**src/rtl/edid_update_ctrl.sv**
```systemverilog
// edid_update_ctrl: safe EDID content update sequencer.
// Drops HPD, waits for the DDC bus to go idle, locks I2C access to the EDID
// RAM, opens a host write window, then walks each 128-byte block to verify or
// patch its checksum before reasserting HPD after a minimum low time.
// Optional feature macro: EDID_CKSUM_FIX_EN. When defined, byte 127 of every
// block is recomputed and written back. When undefined, the blocks are only
// verified (byte 127 included in the sum) and the RAM is never written.
module edid_update_ctrl #(
    parameter int NumBlocks    = 2,
    parameter int HpdLowCycles = 5000000,
    parameter int CntWidth     = 23
) (
    input  logic        clk_i,
    input  logic        rst_i,
    input  logic        update_req_i,
    input  logic        commit_i,
    input  logic        i2c_active_i,
    output logic        hpd_o,
    output logic        edid_lock_o,
    output logic        host_wr_en_o,
    output logic        busy_o,
    output logic        done_o,
    output logic        cksum_ok_o,
    output logic        ram_req_o,
    output logic        ram_we_o,
    output logic [5:0]  ram_addr_o,
    output logic [31:0] ram_wdata_o,
    output logic [3:0]  ram_wmask_o,
    input  logic        ram_gnt_i,
    input  logic        ram_rvalid_i,
    input  logic [31:0] ram_rdata_i
);

    typedef enum logic [2:0] {
        ST_IDLE    = 3'd0,
        ST_DRAIN   = 3'd1,
        ST_LOCK    = 3'd2,
        ST_SUM     = 3'd3,
        ST_FIX     = 3'd4,
        ST_HPDWAIT = 3'd5
    } state_e;

    localparam logic [CntWidth-1:0] HpdLowMax = CntWidth'(HpdLowCycles);
    localparam logic [CntWidth-1:0] TimerOne  = CntWidth'(1);
    localparam logic                LastBlk   = 1'(NumBlocks - 1);

    // Modulo-256 sum of the bytes of one RAM word; drop_top leaves out byte 3,
    // which is the checksum byte position in the last word of a block.
    function automatic logic [7:0] word_sum(input logic [31:0] w, input logic drop_top);
        logic [7:0] s;
        s = w[7:0] + w[15:8] + w[23:16];
        s = s + (drop_top ? 8'h00 : w[31:24]);
        return s;
    endfunction

    state_e              state_r;
    logic [CntWidth-1:0] timer_r;
    logic                blk_r;
    logic [4:0]          idx_r;
    logic [7:0]          acc_r;
    logic                pend_r;
`ifndef EDID_CKSUM_FIX_EN
    logic                all_ok_r;
`endif
    logic                hpd_r;
    logic                lock_r;
    logic                wr_en_r;
    logic                busy_r;
    logic                done_r;
    logic                cksum_ok_r;
    logic                ram_req_r;
    logic                ram_we_r;
    logic [5:0]          ram_addr_r;
    logic [31:0]         ram_wdata_r;
    logic [3:0]          ram_wmask_r;

    logic                last_word_s;
    logic [7:0]          sum_s;

    // Block sum including the word currently returning from the RAM
    always_comb begin
        last_word_s = (idx_r == 5'd31);
`ifdef EDID_CKSUM_FIX_EN
        sum_s = acc_r + word_sum(ram_rdata_i, last_word_s);
`else
        sum_s = acc_r + word_sum(ram_rdata_i, 1'b0);
`endif
    end

    // Update sequencer: state, HPD low timer, RAM port and all registered outputs
    always_ff @(posedge clk_i or posedge rst_i) begin
        if (rst_i) begin
            state_r     <= ST_IDLE;
            timer_r     <= '0;
            blk_r       <= 1'b0;
            idx_r       <= 5'd0;
            acc_r       <= 8'h00;
            pend_r      <= 1'b0;
`ifndef EDID_CKSUM_FIX_EN
            all_ok_r    <= 1'b0;
`endif
            hpd_r       <= 1'b0;
            lock_r      <= 1'b0;
            wr_en_r     <= 1'b0;
            busy_r      <= 1'b0;
            done_r      <= 1'b0;
            cksum_ok_r  <= 1'b0;
            ram_req_r   <= 1'b0;
            ram_we_r    <= 1'b0;
            ram_addr_r  <= 6'd0;
            ram_wdata_r <= 32'h0000_0000;
            ram_wmask_r <= 4'b0000;
        end else begin
            done_r <= 1'b0;
            // HPD low time counter, saturating at the required minimum
            if (!hpd_r && (timer_r != HpdLowMax)) begin
                timer_r <= timer_r + TimerOne;
            end
            case (state_r)
                ST_IDLE: begin
                    if (update_req_i) begin
                        state_r    <= ST_DRAIN;
                        hpd_r      <= 1'b0;
                        timer_r    <= '0;
                        busy_r     <= 1'b1;
                        cksum_ok_r <= 1'b0;
                    end
                end
                ST_DRAIN: begin
                    if (!i2c_active_i) begin
                        state_r <= ST_LOCK;
                        lock_r  <= 1'b1;
                        wr_en_r <= 1'b1;
                    end
                end
                ST_LOCK: begin
                    if (commit_i) begin
                        state_r    <= ST_SUM;
                        wr_en_r    <= 1'b0;
                        blk_r      <= 1'b0;
                        idx_r      <= 5'd0;
                        acc_r      <= 8'h00;
                        pend_r     <= 1'b0;
`ifndef EDID_CKSUM_FIX_EN
                        all_ok_r   <= 1'b1;
`endif
                        ram_req_r  <= 1'b1;
                        ram_we_r   <= 1'b0;
                        ram_addr_r <= 6'd0;
                    end
                end
                ST_SUM: begin
                    if (ram_req_r && ram_gnt_i) begin
                        ram_req_r <= 1'b0;
                        pend_r    <= 1'b1;
                    end else if (pend_r && ram_rvalid_i) begin
                        pend_r <= 1'b0;
                        if (!last_word_s) begin
                            acc_r      <= sum_s;
                            idx_r      <= idx_r + 5'd1;
                            ram_req_r  <= 1'b1;
                            ram_addr_r <= {blk_r, idx_r + 5'd1};
                        end else begin
`ifdef EDID_CKSUM_FIX_EN
                            state_r     <= ST_FIX;
                            ram_req_r   <= 1'b1;
                            ram_we_r    <= 1'b1;
                            ram_addr_r  <= {blk_r, 5'd31};
                            ram_wdata_r <= {8'h00 - sum_s, 24'h00_0000};
                            ram_wmask_r <= 4'b1000;
`else
                            all_ok_r <= all_ok_r & (sum_s == 8'h00);
                            if (blk_r != LastBlk) begin
                                blk_r      <= blk_r + 1'b1;
                                idx_r      <= 5'd0;
                                acc_r      <= 8'h00;
                                ram_req_r  <= 1'b1;
                                ram_addr_r <= {blk_r + 1'b1, 5'd0};
                            end else begin
                                cksum_ok_r <= all_ok_r & (sum_s == 8'h00);
                                state_r    <= ST_HPDWAIT;
                            end
`endif
                        end
                    end
                end
                ST_FIX: begin
                    if (ram_gnt_i) begin
                        ram_we_r    <= 1'b0;
                        ram_wdata_r <= 32'h0000_0000;
                        ram_wmask_r <= 4'b0000;
                        if (blk_r != LastBlk) begin
                            state_r    <= ST_SUM;
                            blk_r      <= blk_r + 1'b1;
                            idx_r      <= 5'd0;
                            acc_r      <= 8'h00;
                            ram_req_r  <= 1'b1;
                            ram_addr_r <= {blk_r + 1'b1, 5'd0};
                        end else begin
                            ram_req_r  <= 1'b0;
                            cksum_ok_r <= 1'b1;
                            state_r    <= ST_HPDWAIT;
                        end
                    end
                end
                ST_HPDWAIT: begin
                    if (timer_r == HpdLowMax) begin
                        hpd_r   <= 1'b1;
                        lock_r  <= 1'b0;
                        done_r  <= 1'b1;
                        busy_r  <= 1'b0;
                        state_r <= ST_IDLE;
                    end
                end
                default: begin
                    state_r <= ST_IDLE;
                end
            endcase
        end
    end

    assign hpd_o        = hpd_r;
    assign edid_lock_o  = lock_r;
    assign host_wr_en_o = wr_en_r;
    assign busy_o       = busy_r;
    assign done_o       = done_r;
    assign cksum_ok_o   = cksum_ok_r;
    assign ram_req_o    = ram_req_r;
    assign ram_we_o     = ram_we_r;
    assign ram_addr_o   = ram_addr_r;
    assign ram_wdata_o  = ram_wdata_r;
    assign ram_wmask_o  = ram_wmask_r;

endmodule

```
**config.mk**
```make
export PLATFORM = sky130hd
export DESIGN_NAME = edid_update_ctrl
export DESIGN_NICKNAME = d
export VERILOG_FILES = /design/src/rtl/edid_update_ctrl.sv
export SDC_FILE = /design/constraint.sdc
export NUM_CORES = 1
export LEC_CHECK = 0
export CAP_MARGIN = 0
export CORE_ASPECT_RATIO = 0.8
export CORE_MARGIN = 2
export CORE_UTILIZATION = 29
export DETAILED_ROUTE_END_ITERATION = 16
export HOLD_SLACK_MARGIN = 0.08
export PLACE_DENSITY = 0.53
export SYNTH_ARGS = -nofsm -noshare
export SYNTH_HDL_FRONTEND = slang
export SYNTH_SLANG_ARGS = --single-unit
```
**constraint.sdc**
```tcl
create_clock -name clk_i -period 4.9 [get_ports clk_i]
set_clock_uncertainty 0.1 [all_clocks]
set_input_delay 0.735 -clock clk_i [delete_from_list [all_inputs] [get_ports clk_i]]
set_output_delay 0.735 -clock clk_i [all_outputs]
set_load 0.01 [all_outputs]
```
==> summary.txt <==
Status
  • Outcome: finished, final reports clean

Route
  • Routed Antenna Nets: 0
  • DRC violations left: 0
  • Post-DR vias/cell: approximately 4.4
  • Routed WL: roughly 8.2 mm
  • Vias after detailed routing: between 3,000 and 4,000
  • Length of the first detailed-routing pass in iterations: 4
  • Average wire per cell in the routed design: about 12 um
  • Drt initial violations: approximately 180

Global route
  • Overall global routing resource usage: around 11%
  • Number of antenna violations at the first check in global routing: 0
  • Via count of the first global-routing pass: ~2,800
  • Maximum number of pins on one net before global-route repair: 56
  • Global-route wire length before repair: 13.7 mm
  • Residual overflow from global routing: 0

Clock tree
  • Number of gates given a new drive strength after cts: 0
  • CTS clock-pin slew for the worst setup and hold paths: approximately 0.07 ns
  • H-tree depth reported by CTS: 2
  • # Post-CTS Setup Buffers: 0
  • Clock Sink Count: 55
  • Num CTS Buffers: 5
  • Clock tree from TritonCTS: done
  • Number of buffers added to fix hold violations after cts: 0
  • Clock latency at the later pin of the worst-skew pair: around 0.29 ns
  • Maximum number of buffers from clock root to sink: 2
  • Cell at the root of the clock tree: clkbuf_16

STA
  • Highest achievable clock rate: ~0.22 GHz
  • Minimum setup slack in the final design: 0.313 ns
  • Slew HR: 37.1%
  • Final clock period utilization by the worst path: between 90% and 100%
  • Fin crit period: about 4.6 ns
  • Final-report max-slew violation count: 0
  • Total negative slack for setup checks: 0 ns
  • Slew at the pin closest to its max-slew limit: 0.940 ns
  • Final hold violation count: 0
  • RSZ-0062 raised after global routing: no
  • Final number of setup-violating endpoints: 0

Placement
  • Final Wtd Congestion: 0.830
  • Post-placement setup slack: -0.0614 ns
  • Hpwl dp: around 6.3 mm
  • IO Port Bufs: ~50

Finish
  • Diode count: 0
  • Area growth from synthesis to layout: 18.8%
  • Number of nets in the layout: around 580
  • Fraction of layout cells with a size suffix above 1: under 10%
  • Filler cell count in the final layout: ~1,400

Power
  • Total power consumption of the routed design: approximately 2.1 mW
  • Cell area power density: roughly 440 nW/um^2
  • P_leak: 2.33 nW
  • Max IR drop VDD: 0.174 mV

Critical path
  • Depth of the worst register-to-register path: 11
  • WP data required: ~5.0 ns
  • Delay of the slowest critical-path stage: approximately 0.55 ns
  • Maximum fanout encountered on the critical timing path: 2
  • Crit-path slowest cell: fa_1
  • CP cell instances: clkdlybuf4s50_1 -> inv_1 -> fa_1 -> fa_1 -> fa_1 -> inv_1 -> ha_1 -> inv_1 -> fa_1 -> xnor2_1 -> or4_1 -> a2111oi_2 -> nand3_1 -> o21ai_0
  • Worst setup path class: input pin to flop
  • Critical Path Most Common Cell: fa_1
  • Worst Path Arrival: around 4.7 ns
  • Kind of end point of the critical path: flop
  • Startpoint type of the worst setup path: input pin

Synthesis
  • Area of the mapped netlist: around 4100 sq um
  • Mapped Avg Cell Area: 8.98 sq um
  • Gate count after technology mapping: around 460
  • Number of synthesized register bits: between 50 and 60
  • Number of enable-type register cells in the synthesized netlist: 0
  • Number of unique standard cell types used by synthesis: 56
  • Dominant synthesized flop cell: dfrtp_1
  • Proportion of synthesized chip area in sequential cells: 33.7%
  • Fraction of registers with async set/reset: 100%
  • Synth warn: 0

Min path
  • Worst hold path depth: 1
  • Min-delay worst type: flop to flop

Job
  • Max-cap violation count: 0

Die
  • Starting Density: 29.9%
  • Std-Cell Core Area: approximately 14,000 sq um
  • Total Die Area: 15,100 sq um
  • Die Y: approximately 110 um
  • Count of standard-cell rows: 38
  • IO Pins: a little under 90
  • Die width: ~140 um
==> power breakdown <==
part           switching (mW)  internal (mW)  total (mW)
Clock                   0.165          0.241       0.407
Sequential              0.150          0.563       0.713
Combinational           0.567          0.453        1.02
==> worst max-delay path, delay by kind of cell <==
kind	cells	cell delay, ns
XOR/XNOR	1	0.15
adder cells (fa/ha/maj)	5	2.01
buffers and inverters	4	0.62
AND/OR/NAND/NOR	2	0.66
AO/OA/AOI/OAI	2	0.50
==> area by class of cell <==
type,instances,area (sq um),share of cell area [%]
clock inverters,3,43.8,0.902
well taps,180,225,4.64
flip-flops and latches,55,1380,28.3
inverters,68,255,5.26
clock buffers,5,125,2.58
repair buffers,55,541,11.1
multi-input cells,321,2290,47.2
==> synth_stat cells, drive strengths merged, types with 2 or more instances <==
cell type  instances  area [sq um]
a2111oi            3          51.3
a21o               9          67.6
a21oi             16          91.3
a22o              11          96.3
a31oi              3          18.8
and2               5          31.3
and3               9          56.3
and4               3          28.8
buf               37           278
clkbuf            10          37.5
dfrtp             55          1380
fa                20           400
ha                12           150
inv               68           255
mux2i              2          20.0
nand2             38           143
nand2b             2          12.5
nand3             14          75.1
nand4              5          31.3
nor2              34           128
nor2b              5          31.3
nor3b              3          22.5
nor4b              4          41.3
o21a               2          15.0
o21ai             24           120
o21bai             2          15.0
o22ai              3          18.8
or3                6          37.5
or4                2          15.0
xnor2             13           114
xor2              16           140
==> cells in the final DEF (no fill, tap or decap), types with 3 or more instances in the layout <==
cell and instances:
inv_1 67, dfrtp_1 55, clkdlybuf4s50_1 51, nand2_1 38, conb_1 37, nor2_1 34, o21ai_0 24, fa_1 20
xor2_1 16, a21oi_1 15, xnor2_1 13, nand3_1 13, ha_1 12, a22o_1 11, a21o_1 9, and3_1 9
or3_1 6, and2_1 5, nor2b_1 5, nand4_1 5, clkbuf_16 5, buf_4 4, o22ai_1 3, nor3b_1 3
a31oi_1 3, nor4b_1 3
==> through the flow <==
| stage | hold WS [ns] | cell area, sq um | cells | utilization, % |
|---|---|---|---|---|
| finish | 0.398 | 4860 | 687 | 35.6 |
| floorplan | 0.350 | 4220 | 491 | - |
| global route | 0.437 | 4860 | 687 | 35.6 |
| detailed placement | 0.373 | 4680 | 679 | 34.3 |
| global placement | 0.375 | 4680 | 679 | 34.3 |
| CTS | 0.403 | 4850 | 687 | 35.5 |
==> state kept, by name, summed over array words and instances (netlist names) <==
name,cells
timer_r,23
acc_r,8
ram_addr_o,6
idx_r,5
state_r,3
all_ok_r,1
blk_r,1
busy_o,1
cksum_ok_o,1
done_o,1
edid_lock_o,1
host_wr_en_o,1
hpd_o,1
pend_r,1
ram_req_o,1
==> per-layer routing <==
layer | wire length [um] | global-route usage, % | vias up
li1 | - | - | 1537
met1 | 4270 | 17.2 | 1461
met2 | 3580 | 16.0 | 49
met3 | 324 | 2.47 | 2
met4 | 41 | 2.53 | 0
met5 | 0 | 0 | -
==> worst paths after layout <==
path	start	end	slack [ns]
max reg2reg	acc_r[1]	cksum_ok_o	1.84
max in group asynchronous	rst_i	blk_r	3.36
min reg2reg	ram_addr_o[3]	ram_addr_o[3]	0.40
min in group asynchronous	rst_i	timer_r[1]	0.84
max	ram_rdata_i[1]	cksum_ok_o	0.31
min	ram_addr_o[3]	ram_addr_o[3]	0.40
==> logic make-up (layout without fill, tap and decap cells) <==
group           after synthesis  in the layout  synth area share (%)
simple gates                138            138                  17.8
buf+inv                     115            131                  14.0
compound gates               82             82                  14.0
flops                        55             55                  33.7
fa+ha+maj                    32             32                  13.5
xor+xnor                     29             29                  6.22
mux                           3              3                 0.765
other cells                   1             37                0.0918
(Power assumes the default switching activity.)
